**config.mk**
```make
export PLATFORM = sky130hd
export DESIGN_NAME = multicycle_control
export DESIGN_NICKNAME = d
export VERILOG_FILES = /design/src/rtl/mips_ctrl_pkg.sv /design/src/rtl/multicycle_next_state.sv /design/src/rtl/multicycle_control.sv
export SDC_FILE = /design/constraint.sdc
export NUM_CORES = 1
export LEC_CHECK = 0
export ABC_AREA = 1
export BUFFER_PORTS_ARGS = -buffer_cell sky130_fd_sc_hd__buf_4
export CORE_AREA = 2 2 39 41
export CTS_BUF_LIST = sky130_fd_sc_hd__clkbuf_8
export DETAILED_ROUTE_END_ITERATION = 12
export DIE_AREA = 0 0 41 43
export GPL_TIMING_DRIVEN = 0
export HOLD_SLACK_MARGIN = 0.15
export MAX_ROUTING_LAYER = met4
export PLACE_DENSITY = 0.8
export SLEW_MARGIN = 20
export SYNTH_ARGS = -nofsm -noshare
export SYNTH_HDL_FRONTEND = slang
export SYNTH_SLANG_ARGS = --single-unit
```
**constraint.sdc**
```tcl
create_clock -name clk -period 2 [get_ports clk]
set_input_delay 0.2 -clock clk [delete_from_list [all_inputs] [get_ports clk]]
set_output_delay 0.2 -clock clk [all_outputs]
set_load 0.05 [all_outputs]
```
**src/rtl/mips_ctrl_pkg.sv**
```systemverilog
// Shared encodings for the multicycle MIPS main control FSM.
// Optional JAL support is enabled by defining MULTICYCLE_JAL_EN.
package mips_ctrl_pkg;

  localparam int unsigned OPCODE_W = 6;
  localparam int unsigned ALUOP_W  = 4;
  localparam int unsigned SEL_W    = 2;

  localparam logic [OPCODE_W-1:0] OP_RTYPE = 6'b000000;
  localparam logic [OPCODE_W-1:0] OP_J     = 6'b000010;
  localparam logic [OPCODE_W-1:0] OP_JAL   = 6'b000011;
  localparam logic [OPCODE_W-1:0] OP_BEQ   = 6'b000100;
  localparam logic [OPCODE_W-1:0] OP_BNE   = 6'b000101;
  localparam logic [OPCODE_W-1:0] OP_ADDI  = 6'b001000;
  localparam logic [OPCODE_W-1:0] OP_ORI   = 6'b001101;
  localparam logic [OPCODE_W-1:0] OP_LUI   = 6'b001111;
  localparam logic [OPCODE_W-1:0] OP_LW    = 6'b100011;
  localparam logic [OPCODE_W-1:0] OP_SW    = 6'b101011;

  localparam logic [ALUOP_W-1:0] ALU_RTYPE = 4'b1111;
  localparam logic [ALUOP_W-1:0] ALU_ADD   = 4'b0100;
  localparam logic [ALUOP_W-1:0] ALU_OR    = 4'b0101;
  localparam logic [ALUOP_W-1:0] ALU_LUI   = 4'b0110;
  localparam logic [ALUOP_W-1:0] ALU_LW    = 4'b0001;
  localparam logic [ALUOP_W-1:0] ALU_SW    = 4'b0010;
  localparam logic [ALUOP_W-1:0] ALU_BR    = 4'b0011;

  localparam logic [SEL_W-1:0] REG_DST_RT = 2'b00;
  localparam logic [SEL_W-1:0] REG_DST_RD = 2'b01;
  localparam logic [SEL_W-1:0] REG_DST_RA = 2'b10;

  localparam logic [SEL_W-1:0] WB_ALUOUT = 2'b00;
  localparam logic [SEL_W-1:0] WB_MDR    = 2'b01;
  localparam logic [SEL_W-1:0] WB_PC     = 2'b10;

  localparam logic [SEL_W-1:0] SRC_B_REG    = 2'b00;
  localparam logic [SEL_W-1:0] SRC_B_FOUR   = 2'b01;
  localparam logic [SEL_W-1:0] SRC_B_IMM    = 2'b10;
  localparam logic [SEL_W-1:0] SRC_B_BR_OFF = 2'b11;

  localparam logic [SEL_W-1:0] PC_SRC_ALU    = 2'b00;
  localparam logic [SEL_W-1:0] PC_SRC_ALUOUT = 2'b01;
  localparam logic [SEL_W-1:0] PC_SRC_JUMP   = 2'b10;

  typedef enum logic [3:0] {
    S_FETCH     = 4'd0,
    S_DECODE    = 4'd1,
    S_MEM_ADDR  = 4'd2,
    S_MEM_READ  = 4'd3,
    S_MEM_WB    = 4'd4,
    S_MEM_WRITE = 4'd5,
    S_R_EXEC    = 4'd6,
    S_R_WB      = 4'd7,
    S_I_EXEC    = 4'd8,
    S_I_WB      = 4'd9,
    S_BRANCH    = 4'd10,
    S_JUMP      = 4'd11,
    S_JAL       = 4'd12
  } state_e;

  typedef struct packed {
    logic               pc_write;
    logic               pc_write_cond;
    logic               branch_ne;
    logic               i_or_d;
    logic               mem_read;
    logic               mem_write;
    logic               ir_write;
    logic [SEL_W-1:0]   reg_dst;
    logic [SEL_W-1:0]   mem_to_reg;
    logic               reg_write;
    logic               alu_src_a;
    logic [SEL_W-1:0]   alu_src_b;
    logic [SEL_W-1:0]   pc_source;
    logic [ALUOP_W-1:0] alu_op;
    logic               illegal;
  } ctrl_t;

  // ALU class for the immediate-arithmetic group
  function automatic logic [ALUOP_W-1:0] imm_alu_op(input logic [OPCODE_W-1:0] op);
    case (op)
      OP_ORI:  return ALU_OR;
      OP_LUI:  return ALU_LUI;
      default: return ALU_ADD;
    endcase
  endfunction

  function automatic logic is_supported(input logic [OPCODE_W-1:0] op);
    case (op)
      OP_RTYPE, OP_J, OP_BEQ, OP_BNE, OP_ADDI,
      OP_ORI, OP_LUI, OP_LW, OP_SW: return 1'b1;
`ifdef MULTICYCLE_JAL_EN
      OP_JAL:  return 1'b1;
`endif
      default: return 1'b0;
    endcase
  endfunction

endpackage

```
**src/rtl/multicycle_next_state.sv**
```systemverilog
// Combinational next-state function of the multicycle main control FSM.
// JAL dispatch from DECODE exists only when MULTICYCLE_JAL_EN is defined.
module multicycle_next_state
  import mips_ctrl_pkg::*;
(
  input  state_e              state,
  input  logic [OPCODE_W-1:0] opcode,
  input  logic                mem_ready,
  output state_e              state_next
);

  always_comb begin
    state_next = S_FETCH;
    case (state)
      S_FETCH:     state_next = mem_ready ? S_DECODE : S_FETCH;
      S_DECODE: begin
        case (opcode)
          OP_RTYPE:                state_next = S_R_EXEC;
          OP_ADDI, OP_ORI, OP_LUI: state_next = S_I_EXEC;
          OP_LW, OP_SW:            state_next = S_MEM_ADDR;
          OP_BEQ, OP_BNE:          state_next = S_BRANCH;
          OP_J:                    state_next = S_JUMP;
`ifdef MULTICYCLE_JAL_EN
          OP_JAL:                  state_next = S_JAL;
`endif
          default:                 state_next = S_FETCH;
        endcase
      end
      S_MEM_ADDR:  state_next = (opcode == OP_SW) ? S_MEM_WRITE : S_MEM_READ;
      S_MEM_READ:  state_next = mem_ready ? S_MEM_WB : S_MEM_READ;
      S_MEM_WRITE: state_next = mem_ready ? S_FETCH : S_MEM_WRITE;
      S_R_EXEC:    state_next = S_R_WB;
      S_I_EXEC:    state_next = S_I_WB;
      default:     state_next = S_FETCH;
    endcase
  end

endmodule

```
**src/rtl/multicycle_control.sv**
```systemverilog
// Main control FSM for the multicycle MIPS datapath (Moore outputs from state).
// Define MULTICYCLE_JAL_EN to add the JAL instruction.
module multicycle_control
  import mips_ctrl_pkg::*;
(
  input  logic                clk,
  input  logic                reset,
  input  logic [OPCODE_W-1:0] opcode,
  input  logic                mem_ready,
  output logic                pc_write,
  output logic                pc_write_cond,
  output logic                branch_ne,
  output logic                i_or_d,
  output logic                mem_read,
  output logic                mem_write,
  output logic                ir_write,
  output logic [SEL_W-1:0]    reg_dst,
  output logic [SEL_W-1:0]    mem_to_reg,
  output logic                reg_write,
  output logic                alu_src_a,
  output logic [SEL_W-1:0]    alu_src_b,
  output logic [SEL_W-1:0]    pc_source,
  output logic [ALUOP_W-1:0]  alu_op,
  output logic                illegal
);

  state_e state_q;
  state_e state_d;
  ctrl_t  ctrl_c;

  multicycle_next_state u_next_state (
    .state      (state_q),
    .opcode     (opcode),
    .mem_ready  (mem_ready),
    .state_next (state_d)
  );

  always_ff @(posedge clk or negedge reset) begin
    if (!reset) state_q <= S_FETCH;
    else        state_q <= state_d;
  end

  // Output decode; reset masks everything, even while state_q sits in FETCH
  always_comb begin
    ctrl_c = '0;
    case (state_q)
      S_FETCH: begin
        ctrl_c.mem_read  = 1'b1;
        ctrl_c.ir_write  = mem_ready;
        ctrl_c.pc_write  = mem_ready;
        ctrl_c.alu_src_b = SRC_B_FOUR;
        ctrl_c.alu_op    = ALU_ADD;
      end
      S_DECODE: begin
        ctrl_c.alu_src_b = SRC_B_BR_OFF;
        ctrl_c.alu_op    = ALU_ADD;
        ctrl_c.illegal   = ~is_supported(opcode);
      end
      S_MEM_ADDR: begin
        ctrl_c.alu_src_a = 1'b1;
        ctrl_c.alu_src_b = SRC_B_IMM;
        ctrl_c.alu_op    = (opcode == OP_SW) ? ALU_SW : ALU_LW;
      end
      S_MEM_READ: begin
        ctrl_c.i_or_d   = 1'b1;
        ctrl_c.mem_read = 1'b1;
      end
      S_MEM_WB: begin
        ctrl_c.reg_write  = 1'b1;
        ctrl_c.mem_to_reg = WB_MDR;
        ctrl_c.reg_dst    = REG_DST_RT;
      end
      S_MEM_WRITE: begin
        ctrl_c.i_or_d    = 1'b1;
        ctrl_c.mem_write = 1'b1;
      end
      S_R_EXEC: begin
        ctrl_c.alu_src_a = 1'b1;
        ctrl_c.alu_src_b = SRC_B_REG;
        ctrl_c.alu_op    = ALU_RTYPE;
      end
      S_R_WB: begin
        ctrl_c.reg_write = 1'b1;
        ctrl_c.reg_dst   = REG_DST_RD;
      end
      S_I_EXEC: begin
        ctrl_c.alu_src_a = 1'b1;
        ctrl_c.alu_src_b = SRC_B_IMM;
        ctrl_c.alu_op    = imm_alu_op(opcode);
      end
      S_I_WB: begin
        ctrl_c.reg_write = 1'b1;
        ctrl_c.reg_dst   = REG_DST_RT;
      end
      S_BRANCH: begin
        ctrl_c.alu_src_a     = 1'b1;
        ctrl_c.alu_op        = ALU_BR;
        ctrl_c.pc_write_cond = 1'b1;
        ctrl_c.pc_source     = PC_SRC_ALUOUT;
        ctrl_c.branch_ne     = opcode[0];
      end
      S_JUMP: begin
        ctrl_c.pc_write  = 1'b1;
        ctrl_c.pc_source = PC_SRC_JUMP;
      end
`ifdef MULTICYCLE_JAL_EN
      S_JAL: begin
        ctrl_c.pc_write   = 1'b1;
        ctrl_c.pc_source  = PC_SRC_JUMP;
        ctrl_c.reg_write  = 1'b1;
        ctrl_c.reg_dst    = REG_DST_RA;
        ctrl_c.mem_to_reg = WB_PC;
      end
`endif
      default: ctrl_c = '0;
    endcase
    if (!reset) ctrl_c = '0;
  end

  assign pc_write      = ctrl_c.pc_write;
  assign pc_write_cond = ctrl_c.pc_write_cond;
  assign branch_ne     = ctrl_c.branch_ne;
  assign i_or_d        = ctrl_c.i_or_d;
  assign mem_read      = ctrl_c.mem_read;
  assign mem_write     = ctrl_c.mem_write;
  assign ir_write      = ctrl_c.ir_write;
  assign reg_dst       = ctrl_c.reg_dst;
  assign mem_to_reg    = ctrl_c.mem_to_reg;
  assign reg_write     = ctrl_c.reg_write;
  assign alu_src_a     = ctrl_c.alu_src_a;
  assign alu_src_b     = ctrl_c.alu_src_b;
  assign pc_source     = ctrl_c.pc_source;
  assign alu_op        = ctrl_c.alu_op;
  assign illegal       = ctrl_c.illegal;

endmodule

```
==> impl_metrics.ini <==
[detailed_routing]
dr_wl_met2_um = 971
via_per_inst = 4.89
drc = 0
drtIter0Drc = 25
firstDrtPassIters = 4
wl_per_cell_um = 10.3
antenna_left = 0
wl_met1_um = 742
wirelength_um = 1820
wl_met3_um = 82
vias = 860
top_layer = met4

[pwr]
p_leak_uw = 0.000596
ir_drop_mv = 0.666
powerDensity_mw_per_mm2 = 1240
combPwrFrac_pct = 73.1
switching_share_pct = 58.7
p_seq_share_pct = 12.4
power_frac_clock_pct = 14.5
internal_power_uw = 482
p_sw_uw = 686

[finish]
area.growth.synth_to_final_pct = 45.9
final_layout_size_suffix_gt1_share_pct = 28.7
fin_cells = 176
antennaDiodeCount = 0
largest_reg_flops = 4
seqCellArea_um2 = 100
largest_register = state_q
reg_top3 = state_q (4)
nNetsFinal = 171
num-fill-cells = 135
multi_input_area_um2 = 433

[run]
maxCapViolations = 0

[placed_design]
dp_hpwl_um = 1460
pre_cts_ws_ps = 477
portBuffers = 28
gp_congestion = 0.809
dp_cells = 172

[logic_synthesis]
yosysSeqAreaShare_pct = 15.4
synth_cell_types = 22
yosys-top-cells-area = nand2_1, dfrtp_1, inv_1, nor2_1, nand3_1
syn_inst = 127
yosys_warnings = 0
synth_top_area_cell = nand2_1
avgSynthCellArea_um2 = 5.10
syn-cell-area_um2 = 648
ys_ff_latch = 4
synth_top_area_share_pct = 19.1

[sta]
finalCritPeriodShare_pct = 87.8
hold_viol = 0
setup_viol = 0
hold_slack_ps = 334
fin_ws_ps = 243
rsz0062_at_grt = false
fin_skew_ps = 4.05
fin_crit_ps = 1760
tns_ps = 0
fmax_ghz = 0.569
slew_viol_final = 0

[worst_setup_path]
arrival_ps = 1560
worstPathRequired_ps = 1800
endpoint_kind = primary output
critPathKind = reg2out
critPathMaxFanout = 6
setup.worst_path.start_class = flop

[outcome]
outcome = finished clean

[hold_path]
hold_class = in2reg

[global_routing]
grt_use_total_pct = 24.1
grt_pass1_vias = 811
grt_max_degree = 11
grt_pass1_wl_um = 2950
antenna_found_initial = 0
grt_overflow = 0

[cts]
h-tree-depth = 1
path_clk_slew_ps = 30
cts_buffers = 3
clock_sinks = 4
cts_resized = 0
clock_latency_ps = 220
clock_path_buffers = 2
cts_tree = built
root_buffer = clkbuf_8
post_cts_buffers = 0

[floorplanning]
pin_count = 31
core_area_mm2 = 0.00138
initial_core_util_pct = 46.8
dieArea_mm2 = 0.00176
std_cell_rows = 14
die_w_um = 41
die_h_um = 43
logic make-up after synthesis:
| kind of cell | Yosys count | share of synthesized area [%] |
|---|---|---|
| simple gates | 78 | 53.7 |
| buf+inv | 32 | 20.3 |
| compound gates | 12 | 10.0 |
| flops | 4 | 15.4 |
| other cells | 1 | 0.579 |
final timing paths:
kind | from | end | slack, ps | depth (start not counted)
min reg2reg | state_q[2] | state_q[0] | 710 | 3
min | opcode[4] | state_q[2] | 330 | 4
min in group asynchronous | reset | state_q[0] | 420 | 2
max | state_q[1] | illegal | 240 | 6
max reg2reg | state_q[0] | state_q[1] | 820 | 7
max in group asynchronous | reset | state_q[1] | 1400 | 2
per-layer routing:
metal	vias up	GRT usage, %
met4	0	8.00
met2	30	43.8
li1	452	-
met1	374	24.2
met3	4	3.66
met5	-	-
per-stage QoR:
| stage | utilization (%) | area, um2 | power (uW) |
|---|---|---|---|
| after global routing | 68.4 | 946 | 1240 |
| after global placement | 64.6 | 895 | 976 |
| after CTS | 68.4 | 946 | 1160 |
| final | 68.4 | 946 | 1170 |
| after detailed placement | 64.6 | 895 | 991 |
| after floorplan | - | 664 | 772 |
cell type report:
class | instances | share of cell area (%)
Multi-Input combinational cell | 92 | 45.8
Timing Repair Buffer | 29 | 23.3
Inverter | 28 | 11.1
Sequential cell | 4 | 10.6
Clock buffer | 3 | 4.37
Buffer | 4 | 2.78
Tap cell | 16 | 2.12
worst max-delay path, cell delays in order (launching register included):
cell and delay, ps:
dfrtp_1 420, inv_1 100, nand2_1 130, nor2_2 260, nand4_1 130, nor2_1 110, buf_4 210
synth_stat cells:
cell type	number
nor3_2	1
a31oi_1	1
inv_2	4
o21ai_1	3
clkbuf_1	1
o211ai_1	1
a21oi_1	5
buf_4	3
nor2_2	4
conb_1	1
nand2_1	33
nor2_1	19
nand3_1	13
nor2_4	1
o22ai_1	1
inv_1	24
nand3b_1	1
o21ai_0	1
nand2_2	1
dfrtp_1	4
nand4_1	2
nor3_1	3
power groups by stage:
stage / Combinational (uW) / Clock [uW] / Sequential (uW)
after floorplan: 632 / 0 / 140
after global placement: 832 / 0 / 144
after detailed placement: 845 / 0 / 146
after CTS: 850 / 169 / 144
after global routing: 913 / 173 / 150
final: 855 / 170 / 144
cell usage in the layout, fill, tap and decap left out:
cell type	instances
clkbuf_1	1
o22ai_2	1
nor3_1	3
conb_1	2
o211ai_1	1
inv_1	24
nor3_4	1
nand3b_1	1
buf_4	31
nand3_1	13
nand4_1	2
dlygate4sd3_1	1
inv_2	4
nand2_1	33
o21ai_0	1
a31oi_1	1
nor2_1	19
o21ai_1	3
a21oi_1	5
nand2_2	1
clkbuf_8	3
nor2_4	1
dfrtp_1	4
nor2_2	4
repair_timing:
item                       CTS  global route
setup endpoints to repair    0             0
hold endpoints to repair     4             0
hold buffers                 1             0
Power figures use the tool's default switching activity.
